--- config.mk ---
export PLATFORM = sky130hd
export DESIGN_NAME = alu8_struct
export DESIGN_NICKNAME = d
export VERILOG_FILES = /design/src/rtl/alu8_pkg.sv /design/src/rtl/alu8_core.sv /design/src/rtl/alu8_struct.sv
export SDC_FILE = /design/constraint.sdc
export NUM_CORES = 1
export LEC_CHECK = 0
export BUFFER_PORTS_ARGS = -buffer_cell sky130_fd_sc_hd__buf_2
export CORE_MARGIN = 5
export CORE_UTILIZATION = 50
export CTS_CLUSTER_SIZE = 10
export DETAILED_ROUTE_END_ITERATION = 7
export GPL_ROUTABILITY_DRIVEN = 1
export GPL_TIMING_DRIVEN = 0
export PLACE_DENSITY = 0.77
export SKIP_LAST_GASP = 1
export SLEW_MARGIN = 30
export SYNTH_ARGS = -nofsm -noshare
export SYNTH_HDL_FRONTEND = slang
export SYNTH_SLANG_ARGS = --single-unit
--- constraint.sdc ---
create_clock -name clk -period 1.95 [get_ports clk]
set_input_delay 0.0975 -clock clk [delete_from_list [all_inputs] [get_ports clk]]
set_output_delay 0.0975 -clock clk [all_outputs]
set_load 0.01 [all_outputs]
--- src/rtl/alu8_pkg.sv ---
// alu8_pkg: opcodes and pipeline payload shared by the ALU slice.
package alu8_pkg;
    localparam logic [3:0] OP_ADD = 4'd0;
    localparam logic [3:0] OP_SUB = 4'd1;
    localparam logic [3:0] OP_NEG = 4'd3;
    localparam logic [3:0] OP_AND = 4'd8;
    localparam logic [3:0] OP_XOR = 4'd9;
    localparam logic [3:0] OP_OR  = 4'd10;
    localparam logic [3:0] OP_NOT = 4'd11;
    localparam logic [3:0] OP_SHR = 4'd12;
    localparam logic [3:0] OP_SHL = 4'd13;
    localparam logic [3:0] OP_ROR = 4'd14;
    localparam logic [3:0] OP_ROL = 4'd15;

    typedef struct packed {
        logic [7:0] result;
        logic       carry;
        logic       eq;
        logic       gt;
        logic       lt;
    } payload_t;
endpackage

--- src/rtl/alu8_core.sv ---
// alu8_core: combinational opcode decode, adder, logic, shifter and comparator.
module alu8_core
    import alu8_pkg::*;
(
    input  logic [7:0] a,
    input  logic [7:0] b,
    input  logic [3:0] sel,
    output logic [7:0] result,
`ifdef ALU_CMP_FLAGS_EN
    output logic       eq,
    output logic       gt,
    output logic       lt,
`endif
    output logic       carry
);
    logic [8:0] sum, dif, neg;
    assign sum = {1'b0, a} + {1'b0, b};
    assign dif = {1'b0, a} - {1'b0, b};
    assign neg = {1'b0, ~b} + 9'd1;
    // opcodes 0-7 alias on the low two bits
    always_comb begin
        {carry, result} = 9'd0;
        case (sel[3] ? sel : {2'b00, sel[1:0]})
            OP_ADD:  {carry, result} = sum;
            OP_SUB:  {carry, result} = dif;
            OP_NEG:  {carry, result} = neg;
            OP_AND:  result = a & b;
            OP_XOR:  result = a ^ b;
            OP_OR:   result = a | b;
            OP_NOT:  result = ~b;
            OP_SHR:  result = {1'b0, a[7:1]};
            OP_SHL:  result = {a[6:0], 1'b0};
            OP_ROR:  result = {a[0], a[7:1]};
            OP_ROL:  result = {a[6:0], a[7]};
            default: result = 8'h00;
        endcase
    end
`ifdef ALU_CMP_FLAGS_EN
    assign eq = a == b;
    assign gt = a > b;
    assign lt = a < b;
`endif
endmodule

--- src/rtl/alu8_struct.sv ---
// alu8_struct: pipelined 8-bit ALU, PIPE_STAGES register stages input to output.
// Define ALU_CMP_FLAGS_EN to compute and pipeline the equal/greater/smaller flags.
module alu8_struct
    import alu8_pkg::*;
#(
    parameter int PIPE_STAGES = 8
) (
    input  logic       clk,
    input  logic       rst_n,
    input  logic [7:0] A,
    input  logic [7:0] B,
    input  logic [3:0] ALU_Sel,
    output logic [7:0] ALU_Out,
    output logic       equal,
    output logic       greater,
    output logic       smaller,
    output logic       CarryOut
);
    logic [7:0] a_q, b_q, res;
    logic [3:0] sel_q;
    logic       vld_q, cy;
    // vld_q keeps reset zeros in the input register from producing eq=1
    always_ff @(posedge clk)
        if (rst_n) {vld_q, a_q, b_q, sel_q} <= '0;
        else {vld_q, a_q, b_q, sel_q} <= {1'b1, A, B, ALU_Sel};
`ifdef ALU_CMP_FLAGS_EN
    logic     eq, gt, lt;
    payload_t nxt, out;
    alu8_core u_core (.a(a_q), .b(b_q), .sel(sel_q), .result(res), .eq(eq), .gt(gt), .lt(lt), .carry(cy));
    assign nxt = vld_q ? {res, cy, eq, gt, lt} : '0;
    assign {ALU_Out, CarryOut, equal, greater, smaller} = out;
`else
    logic [8:0] nxt, out;
    alu8_core u_core (.a(a_q), .b(b_q), .sel(sel_q), .result(res), .carry(cy));
    assign nxt = vld_q ? {res, cy} : '0;
    assign {ALU_Out, CarryOut} = out;
    assign {equal, greater, smaller} = 3'b000;
`endif
    localparam int W = $bits(nxt);
    if (PIPE_STAGES == 1) begin : g_direct
        assign out = nxt;
    end else begin : g_pipe
        logic [W-1:0] pipe [PIPE_STAGES-1];
        always_ff @(posedge clk)
            if (rst_n) begin
                for (int i = 0; i < PIPE_STAGES - 1; i++) pipe[i] <= '0;
            end else begin
                pipe[0] <= nxt;
                for (int i = 1; i < PIPE_STAGES - 1; i++) pipe[i] <= pipe[i-1];
            end
        assign out = pipe[PIPE_STAGES-2];
    end
endmodule

==> flow_summary.toml <==
[run_status]
outcome = "complete, but fails checks"
violations = "negative setup slack"

[critical_path]
required_ns = 2.24
cp-end-kind = "flip-flop"
path_class = "reg2reg"
critPathMaxFanout = 3
startpoint = "b_q[0]"
crit_chain = "ha_4, fa_2, a211o_1, o211ai_1, buf_4, a41oi_4, a31oi_4"
r2r_start = "b_q[0]"
crit_path_start_kind = "flip-flop"
worstPathArrival_ns = 2.27
cpPeakStageDelay_ns = 0.38
reg2reg_to = "g_pipe.pipe[0][7]"
endpoint = "g_pipe.pipe[0][7]"
slowest_stage = "fa_2"
rr_worst_depth = 7
r2r_slack_ns = -0.04

[timing]
setup_viol = 2
worst_pin_slew_ns = 0.610
slew-limit-headroom_pct = 59.3
rsz0062_at_grt = "yes"
period_needed_ns = 1.99
clock.fmax_mhz = 504
hold_violations = 0
finalCritPeriodShare_pct = 102
fin_skew_ns = 0.0127
whs_ns = 0.196
slew_violations = 0
fin_tns_setup_ns = -0.0418
postLayoutSetupSlackWorst_ns = -0.0358

[clocking]
clk_latency_ns = 0.35
clock_sinks = 84
cts_tree = "built"
cts.clk_slew.worst_paths_ns = 0.09
max-clock-path-buffers = 2
cts-root-buf = "clkbuf_8"
numCtsBuffers = 9
htree_levels = 3

[finish]
utilization_pct = 66.7
drive_gt1_share_pct = 24.4
finalInstanceArea_mm2 = 0.00489
layout_commonest_cell = "nor2b_1"
fin_nets = 524
final_cell_mix = "nor2b_1, dfxtp_1, buf_2"
antenna_cells = 0
area_growth_pct = 28.2

[power_and_ir_drop]
pwr-share-seq_pct = 47.9
p_total_mw = 3.76
internal_power_mw = 2.78
powerDensity_mw_per_mm2 = 769
switchingPower_uw = 978
peakVddDrop_v = 0.000417
comb_power_share_pct = 15.1
clkPwrFrac_pct = 37.0
swShare_pct = 26.0
p_leak_nw = 1.98

[synth]
avgSynthCellArea_um2 = 9.49
yosysWarnings = 0
syn_area_mm2 = 0.00381
synthFlopType = "dfxtp_1"
synth_top_cell_by_area = "dfxtp_1"
syn_inst = 402
synth_async_sr_flop_share_pct = 0
ys_ff_latch = 84
synth.area.top_cells = "dfxtp_1, nor2b_1, ha_1"
synth_top_area_share_pct = 44.1
yosys.cell_types.count = 56
yosysSeqAreaShare_pct = 44.1
synth-edff-count = 0

[routing]
drtIter0Drc = 198
num_vias = 3052
antenna_left = 0
drt-total-wl_um = 8830
firstDrtPassIters = 4
post-route-drc-count = 0
wl_per_cell_um = 15.3
vias_per_cell = 5.28

[floorplan]
num_rows = 31
io_pins = 34
die_w_um = 97.3
dieArea_mm2 = 0.00947
core_area_mm2 = 0.00733
chipHeight_um = 97.3
initial_core_util_pct = 52.0

[global_route]
grt_util_met3_pct = 4.09
met2_usage_pct = 31.7
grt_overflow = 0
grt_use_met1_pct = 22.0
grt_use_total_pct = 18.4
busiest_layer = "met2"
first_global_vias = 2997
grt_max_degree = 15
grt_first_pass_wirelength_um = 14200
antenna_found_initial = 0

[min_path]
hold_depth = 4
hp-class = "in2reg"

[place]
place_area_mm2 = 0.00410
io_buffers = 30
dpl.hpwl_um = 6050
gp_congestion = 0.925

[flow_run]
maxCapViolations = 0
-- worst max-delay path, delay by kind of cell (launching register included) --
| family | cells | cell delay, ns |
|---|---|---|
| buffers and inverters | 1 | 0.20 |
| DFF | 1 | 0.36 |
| AOI/OAI and AO/OA | 4 | 0.83 |
| adders and majority gates | 2 | 0.54 |
-- through the flow --
| step | setup WS, ns | instances |
|---|---|---|
| finish | -0.0358 | 578 |
| detailed placement | -0.472 | 533 |
| CTS | -0.0799 | 571 |
| global route | -0.0984 | 578 |
| global placement | -0.448 | 533 |
| floorplan | 0.0699 | 404 |
-- cell usage after synthesis, types with 3 or more instances --
cell      count
a21oi_1      13
a31oi_1       4
and3_1        3
buf_2         5
buf_4         3
clkbuf_1     14
dfxtp_1      84
ha_1         25
inv_1        23
mux2_2        4
mux2i_1      11
nand2_1      15
nand2b_1      6
nand3_1      12
nand4_1       3
nor2_1       13
nor2b_1      79
nor3_1        5
o211ai_1      7
o21a_1        5
o21ai_0      10
o22ai_1       5
o31ai_1       5
or3_1         3
xnor2_1       4
-- area by class of cell --
type                            count  area [um2]
Sequential cell                    84        1710
Multi-Input combinational cell    274        2200
Fill cell                         556        2440
Timing Repair Buffer               61         437
Buffer                             21         108
Clock buffer                       10         138
Clock inverter                      5        85.1
Inverter                           24        93.8
Tap cell                           99         124
-- logic make-up after synthesis --
kind of cell               share of synthesized area [%]
and+or+nand+nor                                     23.0
DFF                                                 44.1
AOI/OAI and AO/OA                                   13.3
buffers and inverters                               4.99
adders and majority gates                           9.25
muxes                                               4.07
xor gates and xnor gates                            1.15
other                                             0.0983
-- power by group through the flow --
stage                     sequential, mW  clock (mW)  combinational (mW)
after floorplan                     1.83           0               0.314
after global placement              1.84           0               0.417
after detailed placement            1.84           0               0.423
after CTS                           1.80        1.41               0.496
after global routing                1.81        1.49               0.621
final                               1.80        1.39               0.566
-- state kept, by name, indices dropped and copies added (netlist names) --
name	count
b_q	8
g_pipe.pipe	63
sel_q	4
vld_q	1
a_q	8
-- per-layer routing --
metal	wire [um]	vias to the layer above
met5	0	-
met4	260	0
met3	513	25
met2	4310	105
met1	3750	1410
li1	-	1512
-- repair_timing --
action,in CTS,in global routing
cloned,0,0
pin swaps,10,14
setup buffers,4,7
endpoints found under the hold margin,20,0
hold buffers,20,0
setup endpoints to repair,6,8
resized for setup,36,26
-- how the worst min path moves through the flow --
stage	slack (ns)	end	startpoint
final	0.20	g_pipe.pipe[0][0]	rst_n
after global routing	0.22	g_pipe.pipe[0][0]	rst_n
after CTS	0.19	g_pipe.pipe[0][0]	rst_n
after detailed placement	0.31	b_q[5]	B[5]
after global placement	0.31	a_q[5]	A[5]
after floorplan	0.23	b_q[4]	B[4]
Note: power is estimated with default switching activity, not from simulation.
